**src/rtl/frog_player_ctrl_pkg.sv**
```systemverilog
// Shared frog game geometry, FSM state encoding and pending-move encoding.
// The geometry constants are also used by the renderer and the car mover.
package frog_player_ctrl_pkg;

  localparam int H_DISPLAY     = 640;
  localparam int V_DISPLAY     = 480;
  localparam int PLAYER_WIDTH  = 32;
  localparam int PLAYER_HEIGHT = 32;
  localparam int STEP          = 32;
  localparam int START_X       = 304;
  localparam int START_Y       = 448;

  typedef enum logic [1:0] {
    ST_PLAY,
    ST_DEAD,
    ST_WIN,
    ST_GAME_OVER
  } state_t;

  typedef enum logic [2:0] {
    MV_NONE,
    MV_UP,
    MV_DOWN,
    MV_LEFT,
    MV_RIGHT
  } move_t;

  // Bit 0 is up, bit 1 down, bit 2 left, bit 3 right; lower bits win on ties.
  function automatic move_t pick_move(input logic [3:0] presses);
    if (presses[0])      return MV_UP;
    else if (presses[1]) return MV_DOWN;
    else if (presses[2]) return MV_LEFT;
    else if (presses[3]) return MV_RIGHT;
    else                 return MV_NONE;
  endfunction

endpackage

```
**src/rtl/frog_player_ctrl_button_debounce.sv**
```systemverilog
// Two-flop synchroniser plus stability counter for one raw push button.
// Produces the debounced level and a one-cycle pulse on its rising edge.
module button_debounce #(
  parameter int DEBOUNCE_CYCLES = 250000
) (
  input  logic CLK,
  input  logic RST_N,
  input  logic raw,
  output logic level,
  output logic press
);

  localparam int CW = (DEBOUNCE_CYCLES < 2) ? 1 : $clog2(DEBOUNCE_CYCLES + 1);

  logic          sync1_q;
  logic          sync2_q;
  logic          level_q;
  logic          press_q;
  logic [CW-1:0] cnt_q;

  // The counter only advances while the synchronised input disagrees with
  // the debounced level, so any bounce back to agreement restarts it.
  always_ff @(posedge CLK) begin
    if (!RST_N) begin
      sync1_q <= 1'b0;
      sync2_q <= 1'b0;
      level_q <= 1'b0;
      press_q <= 1'b0;
      cnt_q   <= '0;
    end else begin
      sync1_q <= raw;
      sync2_q <= sync1_q;
      press_q <= 1'b0;
      if (sync2_q == level_q) begin
        cnt_q <= '0;
      end else if (cnt_q == CW'(DEBOUNCE_CYCLES - 1)) begin
        level_q <= sync2_q;
        press_q <= sync2_q;
        cnt_q   <= '0;
      end else begin
        cnt_q <= cnt_q + 1'b1;
      end
    end
  end

  assign level = level_q;
  assign press = press_q;

endmodule

```
**src/rtl/frog_player_ctrl.sv**
```systemverilog
// Frog player game state: debounced buttons, per-frame grid stepping,
// lives/level tracking and the death / win / game-over sequencing.
module frog_player_ctrl
  import frog_player_ctrl_pkg::*;
#(
  parameter int LIVES           = 3,
  parameter int MAX_LEVEL       = 9,
  parameter int DEBOUNCE_CYCLES = 250000,
  parameter int PAUSE_FRAMES    = 60
) (
  input  logic       CLK,
  input  logic       RST_N,
  input  logic       SW1,
  input  logic       SW2,
  input  logic       SW3,
  input  logic       SW4,
  input  logic       frame_tick,
  input  logic       hit,
  output logic [9:0] player_x,
  output logic [9:0] player_y,
  output logic       player_alive,
  output logic [1:0] lives,
  output logic [3:0] level,
  output logic       game_over
);

  localparam int PW = (PAUSE_FRAMES < 2) ? 1 : $clog2(PAUSE_FRAMES + 1);

  logic [3:0] raw_btn;
  logic [3:0] btn_level;
  logic [3:0] btn_press;

  assign raw_btn = {SW4, SW3, SW2, SW1};

  for (genvar i = 0; i < 4; i++) begin : g_btn
    button_debounce #(.DEBOUNCE_CYCLES(DEBOUNCE_CYCLES)) u_debounce (
      .CLK  (CLK),
      .RST_N(RST_N),
      .raw  (raw_btn[i]),
      .level(btn_level[i]),
      .press(btn_press[i])
    );
  end

  state_t       state_q;
  move_t        pending_q;
  logic [9:0]   x_q, y_q;
  logic [1:0]   lives_q;
  logic [3:0]   level_q;
  logic [PW-1:0] pause_q;
  logic         alive_q;
  logic         game_over_q;

  move_t        press_move;
  logic         press_any;
  logic [10:0]  x_ext, y_ext;
  logic [9:0]   x_d, y_d;

  assign press_move = pick_move(btn_press);
  assign press_any  = |btn_press;

  // Clamped destination of the pending move; 11-bit math so nothing wraps.
  always_comb begin
    x_ext = {1'b0, x_q};
    y_ext = {1'b0, y_q};
    x_d   = x_q;
    y_d   = y_q;
    case (pending_q)
      MV_UP:    if (y_ext >= 11'(STEP)) y_d = 10'(y_ext - 11'(STEP));
      MV_DOWN:  if (y_ext + 11'(STEP) <= 11'(V_DISPLAY - PLAYER_HEIGHT)) y_d = 10'(y_ext + 11'(STEP));
      MV_LEFT:  if (x_ext >= 11'(STEP)) x_d = 10'(x_ext - 11'(STEP));
      MV_RIGHT: if (x_ext + 11'(STEP) <= 11'(H_DISPLAY - PLAYER_WIDTH)) x_d = 10'(x_ext + 11'(STEP));
      default:  ;
    endcase
  end

  always_ff @(posedge CLK) begin
    if (!RST_N) begin
      state_q     <= ST_PLAY;
      pending_q   <= MV_NONE;
      x_q         <= 10'(START_X);
      y_q         <= 10'(START_Y);
      lives_q     <= 2'(LIVES);
      level_q     <= 4'd1;
      pause_q     <= '0;
      alive_q     <= 1'b1;
      game_over_q <= 1'b0;
    end else begin
      case (state_q)
        ST_PLAY: begin
          if (press_any) pending_q <= press_move;
          if (frame_tick) begin
            if (hit) begin
              pending_q <= MV_NONE;
              lives_q   <= lives_q - 1'b1;
              alive_q   <= 1'b0;
              pause_q   <= '0;
              if (lives_q == 2'd1) begin
                state_q     <= ST_GAME_OVER;
                game_over_q <= 1'b1;
              end else begin
                state_q <= ST_DEAD;
              end
            end else begin
              x_q <= x_d;
              y_q <= y_d;
              if (!press_any) pending_q <= MV_NONE;
              if (y_d == 10'd0) begin
                state_q   <= ST_WIN;
                pending_q <= MV_NONE;
                alive_q   <= 1'b0;
                pause_q   <= '0;
                if (level_q < 4'(MAX_LEVEL)) level_q <= level_q + 1'b1;
              end
            end
          end
        end
        ST_DEAD, ST_WIN: begin
          pending_q <= MV_NONE;
          if (frame_tick) begin
            if (pause_q == PW'(PAUSE_FRAMES - 1)) begin
              pause_q <= '0;
              x_q     <= 10'(START_X);
              y_q     <= 10'(START_Y);
              state_q <= ST_PLAY;
              alive_q <= 1'b1;
            end else begin
              pause_q <= pause_q + 1'b1;
            end
          end
        end
        default: begin
          pending_q <= MV_NONE;
          if (press_any) begin
            lives_q     <= 2'(LIVES);
            level_q     <= 4'd1;
            x_q         <= 10'(START_X);
            y_q         <= 10'(START_Y);
            state_q     <= ST_PLAY;
            alive_q     <= 1'b1;
            game_over_q <= 1'b0;
          end
        end
      endcase
    end
  end

  assign player_x     = x_q;
  assign player_y     = y_q;
  assign player_alive = alive_q;
  assign lives        = lives_q;
  assign level        = level_q;
  assign game_over    = game_over_q;

endmodule

```
**config.mk**
```make
export PLATFORM = sky130hd
export DESIGN_NAME = frog_player_ctrl
export DESIGN_NICKNAME = d
export VERILOG_FILES = /design/src/rtl/frog_player_ctrl_pkg.sv /design/src/rtl/frog_player_ctrl_button_debounce.sv /design/src/rtl/frog_player_ctrl.sv
export SDC_FILE = /design/constraint.sdc
export NUM_CORES = 1
export LEC_CHECK = 0
export ABC_AREA = 1
export BUFFER_PORTS_ARGS = -buffer_cell sky130_fd_sc_hd__buf_4
export CAP_MARGIN = 20
export CELL_PAD_IN_SITES_DETAIL_PLACEMENT = 2
export CELL_PAD_IN_SITES_GLOBAL_PLACEMENT = 2
export CORE_UTILIZATION = 32
export CTS_CLUSTER_SIZE = 28
export DETAILED_ROUTE_END_ITERATION = 16
export HOLD_SLACK_MARGIN = 0.03
export PLACE_DENSITY_LB_ADDON = 0.2
export SKIP_LAST_GASP = 1
export SLEW_MARGIN = 40
export SYNTH_ARGS = -nofsm -noshare
export SYNTH_HDL_FRONTEND = slang
export SYNTH_SLANG_ARGS = --single-unit
```
**constraint.sdc**
```tcl
create_clock -name CLK -period 2.3 [get_ports CLK]
set_clock_uncertainty 0.1 [all_clocks]
set_input_delay 0.345 -clock CLK [delete_from_list [all_inputs] [get_ports CLK]]
set_output_delay 0.345 -clock CLK [all_outputs]
set_load 0.01 [all_outputs]
```
==> metrics.txt, run 1 <==
Wirelength per Cell 16.25 um; final count of pins violating max slew 0; endpoints failing setup 2; post-route cell area approximately 7600 um2; Max IR drop VDD 507.7 uV; family with the most delay on the worst path simple AND/OR/NAND/NOR gates; die area 18980 um2; Cells on Worst Hold Path 3; Core ar. 18020 um2; Residual DRC 0; worst r2r dst pause_q[3]; cell with the most instances after synthesis nand2_1; Chip Height 137.8 um; Syn Area/Cell about 7.3 um2; Hold Crit Class in -> reg; final WL 18.31 mm; fraction of registers with async set/reset 0%; Layout fillers 2093; # IOs 36; failing checks negative setup slack; unrepaired setup endpoints after global routing true; Nets 910; P&R area growth vs syn 28.28%; RD Place Congestion about 0.81; Largest stage delay, worst path 0.38 ns; setup slack after layout -0.006394 ns; Post-Layout Cell Count 1127; Netlist Area Pre-Place 5897 um2; worst reg2reg setup slack -0.006 ns; critical path startpoint category register; synth cell count leaders nand2_1 (128), inv_1 (125), dfxtp_1 (118); post-synth top area share around 40%; Placed Area around 6500 um2; leading register cell type out of synthesis dfxtp_1; outcome finished, violations left; largest net degree at the start of global routing 22; # rows slightly below 50; Clock Latency Late Sink 0.42 ns; final hold violation count 0; most used cell, CP nand2_2; Post-DP HPWL 12.69 mm; crit path time final 2.306 ns; Synth warnings 0; leakage power figure ~3.0 nW; placed cell count 1077; FF-to-FF Start player_y[6]; Syn Inst Count roughly 800; # H-tree levels 4; CP arrival 2.49 ns; IO Port Bufs 26; total global-route track usage 19.13%; Min Hold Slack 0.07095 ns; Hold Crit Endpoint g_btn[0].u_debounce.sync1_q; via count 5653; Seq/Total Area, Yosys between 40 and 50%; Worst R2R Path Depth 16; WP data required 2.48 ns; top cells by area, synth dfxtp_1 (40%), nand2_1 (8.1%), inv_1 (8.0%); CTS root buf clkbuf_16; slowest CP cell dfxtp_4; min-delay src SW1; slew at the pin closest to its max-slew limit 0.5539 ns; FMAX 0.4336 GHz; area leader, netlist dfxtp_1; Overflow after GRT 0; remaining antenna violation count 0; largest fanout on the critical path 6; worst-path cell chain buf_6 -> nand3_1 -> nand2_1 -> nand2_2 -> nor2_4 -> nand2_4 -> nand3_4 -> nand2_2 -> nand2_2 -> nand2_2 -> nor2_4 -> nand3_4 -> nand2_8 -> nand3_4 -> nand2_2 -> a21oi_2; Post-synth EDFFs 0; Crit. End Element register; maximum root-to-sink buffer count 2; Max-cap violations 0; initial antenna violation count 0; share of layout cells above drive strength 1 a little over a fifth; period utilization 100.3%; critical path type reg -> reg; synth unique cells 43; Initial Util between 30% and 40%; power per cell area a little over 800 nW/um2; Antenna diodes 0; Yosys reg bits 118; vias in the first global route 6065; Via density 5.016; TritonRoute pass-1 iters 4; worst relative slew slack 62.79%; buffer and inverter count on the worst path 1; CTS clk-pin slew, worst paths 0.06 ns; CTS sink count 118; global-route wire length before repair 28.57 mm; CTS tree done; total CTS buffers 17; Die X 137.8 um; initial DRC count 147
-- sequential cells by signal, summed over array words and instances (netlist names) --
name and count:
player_y 5, lives 2, g_btn.u_debounce.level 4, player_alive 1, g_btn.u_debounce.press 4, g_btn.u_debounce.sync2_q 4
g_btn.u_debounce.cnt_q 72, state_q 2, game_over 1, pending_q 3, level 4, player_x 6
pause_q 6, g_btn.u_debounce.sync1_q 4
-- worst reg2reg max path, cell delays in order, from the launching register on --
cell,delay (ns)
dfxtp_4,0.38
buf_6,0.13
nand3_1,0.10
nand2_1,0.13
nand2_2,0.09
nor2_4,0.13
nand2_4,0.08
nand3_4,0.13
nand2_2,0.07
nand2_2,0.06
nand2_2,0.08
nor2_4,0.13
nand3_4,0.16
nand2_8,0.14
nand3_4,0.12
nand2_2,0.11
a21oi_2,0.05
-- layout by cell type (no fill, tap or decap), drive strengths merged, types with 2 or more instances in the layout --
| cell type | netlist | final |
|---|---|---|
| a211oi | 2 | 2 |
| a21oi | 57 | 57 |
| a31oi | 4 | 4 |
| buf | 15 | 70 |
| bufinv | 0 | 5 |
| clkbuf | 8 | 22 |
| clkinv | 2 | 5 |
| conb | 1 | 9 |
| dfxtp | 118 | 118 |
| dlygate4sd3 | 0 | 3 |
| ha | 16 | 16 |
| inv | 129 | 129 |
| nand2 | 137 | 138 |
| nand3 | 53 | 53 |
| nand4 | 30 | 30 |
| nor2 | 88 | 88 |
| nor3 | 36 | 36 |
| nor3b | 16 | 16 |
| nor4 | 18 | 18 |
| o211ai | 5 | 5 |
| o21a | 3 | 3 |
| o21ai | 25 | 25 |
| o21bai | 4 | 4 |
| o31ai | 2 | 2 |
| or2 | 8 | 8 |
| xnor2 | 2 | 2 |
| xor2 | 24 | 24 |
-- power by group --
part / total, W / switching, W / internal (W)
clock: 0.00293 / 0.000935 / 0.00200
sequential: 0.00221 / 0.0000855 / 0.00212
combinational: 0.00112 / 0.000691 / 0.000433
-- metrics by stage --
step	utilization [%]	TNS [ns]	power (W)	setup WS [ns]
2_1_floorplan	-	0	0.002807	0.01908
3_3_place_gp	36.03	0	0.003131	0.04027
3_5_place_dp	36.03	-0.9489	0.003175	-0.1067
4_1_cts	40.21	-0.06387	0.006202	-0.03735
5_1_grt	41.97	-2.629	0.006534	-0.1735
6_report	41.97	-0.007827	0.006264	-0.006394
-- logic make-up (layout without fill, tap and decap cells) --
group	count (synthesis)	in the layout	synth area share, %
simple gates	387	388	32.02
buf+inv	154	235	10.63
flops	118	118	40.06
compound gates	106	106	9.972
xor+xnor	26	26	3.862
fa+ha+maj	16	16	3.395
other cells	1	9	0.06359
-- layout make-up --
cell class                 instances  area, um2  share of cell area [%]
tap                              229      286.5                   3.788
clock inverter                     9      172.7                   2.283
inverter                         131      501.7                   6.632
multi-input combinational        545       3191                   42.18
sequential                       118       2376                   31.41
clock buffer                      22      474.2                   6.269
timing repair buffer              73      563.0                   7.443
-- layer usage --
layer | up-vias | part of all wire [%] | GRT usage [%]
met5 | - | 0 | 0
met4 | 0 | 1.8 | 5.978
met3 | 29 | 2.0 | 3.679
met2 | 60 | 54 | 36.32
met1 | 2775 | 42 | 21.18
li1 | 2789 | - | -
-- timing repair --
action                                  CTS  global route
gates cloned                              0             1
resized for setup                        15            66
hold endpoints to repair                  3             0
setup buffers                             2            13
endpoints found under the setup margin   16            29
pin swaps                                 9            40
hold buffers                              3             0
-- worst max path at each step --
stage / start / endpoint / slack [ns] / cells after the start
after floorplan: player_y[5] / pause_q[2] / 0.02 / 16
after detailed placement: player_y[5] / state_q[0] / -0.11 / 15
after global routing: player_y[5] / level[1] / -0.17 / 15
final: player_y[6] / pause_q[3] / -0.006 / 16
after CTS: state_q[1] / lives[0] / -0.04 / 8
after global placement: player_y[5] / pause_q[2] / 0.04 / 15
Power figures use the tool's default switching activity.
==> run 2: changes to the inputs <==
- SKIP_LAST_GASP: 1 -> unset
==> metrics.txt, run 2 (synthesis gave the netlist of run 1 again) <==
most flop-heavy register g_btn.u_debounce.cnt_q; TritonRoute pass-1 iters 5 (+1); Chip Height 137.8 um (unchanged); initial DRC count 159 (+8.2%); worst relative slew slack 63.05% (+0.26 points); Initial Util 32.72% (unchanged); Post-DP HPWL 12.69 mm (unchanged); maximum root-to-sink buffer count 2 (unchanged); most used cell, CP nand2_2; most frequent cells in the layout inv_1 (120), dfxtp_1 (112), nand2_1 (110), nor2_1 (71), buf_4 (68); CTS sink count 118 (unchanged); Wirelength per Cell 16.00 um (-1.6%); WP data required 2.48 ns (about the same); slowest CP cell dfxtp_4; CTS tree done; Hold Crit Class in -> reg; critical path type reg -> reg; outcome finished, violations left; setup slack after layout -0.04157 ns (-0.03517 ns); Nets 910 (unchanged); Core ar. 18020 um2 (unchanged); Antenna diodes 0 (unchanged); global-route wire length before repair 28.57 mm (unchanged); IO Port Bufs 26 (unchanged); largest fanout on the critical path 6 (unchanged); remaining antenna violation count 0 (unchanged); failing checks negative setup slack; CTS root buf clkbuf_16; Clock Latency Late Sink 0.42 ns (about the same); Max-cap violations 0 (unchanged); crit path time final 2.342 ns (+0.03517 ns); RD Place Congestion 0.8108 (unchanged); Design Power 0.006245 W (-0.30%); Crit. End Element register; largest net degree at the start of global routing 22 (unchanged); CTS clk-pin slew, worst paths 0.06 ns (about the same); CP arrival 2.52 ns (+0.03 ns); via count 5589 (-1.1%); commonest non-fill, non-tap cell in the layout inv_1; die area 18980 um2 (unchanged); power per cell area 826.9 nW/um2 (-0.14%); final count of pins violating max slew 0 (unchanged); Die X 137.8 um (unchanged); Layout fillers 2099 (+0.29%); # H-tree levels 4 (unchanged); endpoints failing setup 7 (+5); final WL 18.03 mm (-1.6%); total global-route track usage 19.13% (unchanged); final hold violation count 0 (unchanged); placed cell count 1077 (unchanged); worst-path cell chain buf_6 -> nand3_1 -> nand2_1 -> nand2_2 -> nor2_4 -> nand2_4 -> nand3_4 -> nand2_2 -> nand2_2 -> nand2_2 -> nor2_4 -> nand3_4 -> nand2_8 -> nand3_4 -> nand2_2 -> a21oi_2; Overflow after GRT 0 (unchanged); Largest stage delay, worst path 0.40 ns (+0.02 ns); Max IR drop VDD 507.7 uV (about the same); # rows 49 (unchanged); # IOs 36 (unchanged); family with the most delay on the worst path simple AND/OR/NAND/NOR gates; leakage power figure 3.013 nW (-0.11%); period utilization 101.8% (+1.5 points); vias in the first global route 6065 (unchanged); initial antenna violation count 0 (unchanged); total CTS buffers 17 (unchanged); P&R area growth vs syn 28.07%; FMAX 0.4271 GHz (-1.5%); max reg flops 72 (unchanged); buffer and inverter count on the worst path 1 (unchanged); Min Hold Slack 0.07257 ns (+0.001614 ns); Via density 4.959 (-1.1%); share of layout cells above drive strength 1 21.71% (-0.22 points); Post-Layout Cell Count 1127 (unchanged); slew at the pin closest to its max-slew limit 0.5491 ns (-0.004729 ns); Residual DRC 0 (unchanged); critical path startpoint category register; unrepaired setup endpoints after global routing true
==> run 2: changes by cell type in the layout (fill, tap and decap cells not counted), sizes merged <==
cell	change
clkinv	-1
clkinvlp	+1
==> run 2: path summary, 6_finish.rpt <==
check	start	end	slack (ns)	depth (start not counted)
worst max-delay path	player_y[5]	pause_q[3]	-0.04	16
worst min-delay path	SW1	g_btn[0].u_debounce.sync1_q	0.07	3
worst max register to register	player_y[5]	pause_q[3]	-0.04	16
worst min register to register	g_btn[1].u_debounce.sync1_q	g_btn[1].u_debounce.sync2_q	0.32	2
==> run 2: repair_timing <==
action	in CTS	in global routing
resized for setup	16	64
endpoints found under the setup margin	16	26
pin swaps	9	37
endpoints found under the hold margin	3	0
hold buffers	3	0
cloned	0	1
buffers inserted	2	13
==> run 2: final cells by class <==
type / count / area [um2] / area share (%)
timing repair buffer: 73 / 563.0 / 7.455
tap: 229 / 286.5 / 3.794
clock inverter: 9 / 172.7 / 2.286
inverter: 131 / 505.5 / 6.693
sequential: 118 / 2377 / 31.48
multi-input combinational: 545 / 3173 / 42.01
clock buffer: 22 / 474.2 / 6.279
==> run 2: layer usage <==
layer / track usage [%] / vias up / part of all wire, %
met5: 0 / - / 0
met4: 5.978 / 0 / 1.1
met3: 3.679 / 15 / 1.9
met2: 36.32 / 51 / 54
met1: 21.18 / 2735 / 43
li1: - / 2788 / -
==> run 2: where the power goes <==
part	leakage, nW	switching, W	internal (W)	total (W)
sequential	0.955	0.0000832	0.00212	0.00221
combinational	1.74	0.000672	0.000431	0.00110
clock	0.316	0.000939	0.00200	0.00294
total	3.01	0.00169	0.00455	0.00624
==> run 2: per-stage QoR <==
step | area [um2] | setup slack [ns] | utilization [%] | TNS (ns)
after detailed placement | 6494 | -0.1067 | 36.03 | -0.9489
final | 7552 | -0.04157 | 41.90 | -0.2160
after floorplan | 5929 | 0.01908 | - | 0
after global placement | 6494 | 0.04027 | 36.03 | 0
after CTS | 7249 | -0.02585 | 40.22 | -0.02585
after global routing | 7552 | -0.1802 | 41.90 | -1.991
==> run 2: tightest hold or removal path, delay by kind of cell <==
| kind | cells | cell delay (ns) |
|---|---|---|
| AND/OR/NAND/NOR | 1 | 0.07 |
| buffers and inverters | 2 | 0.14 |
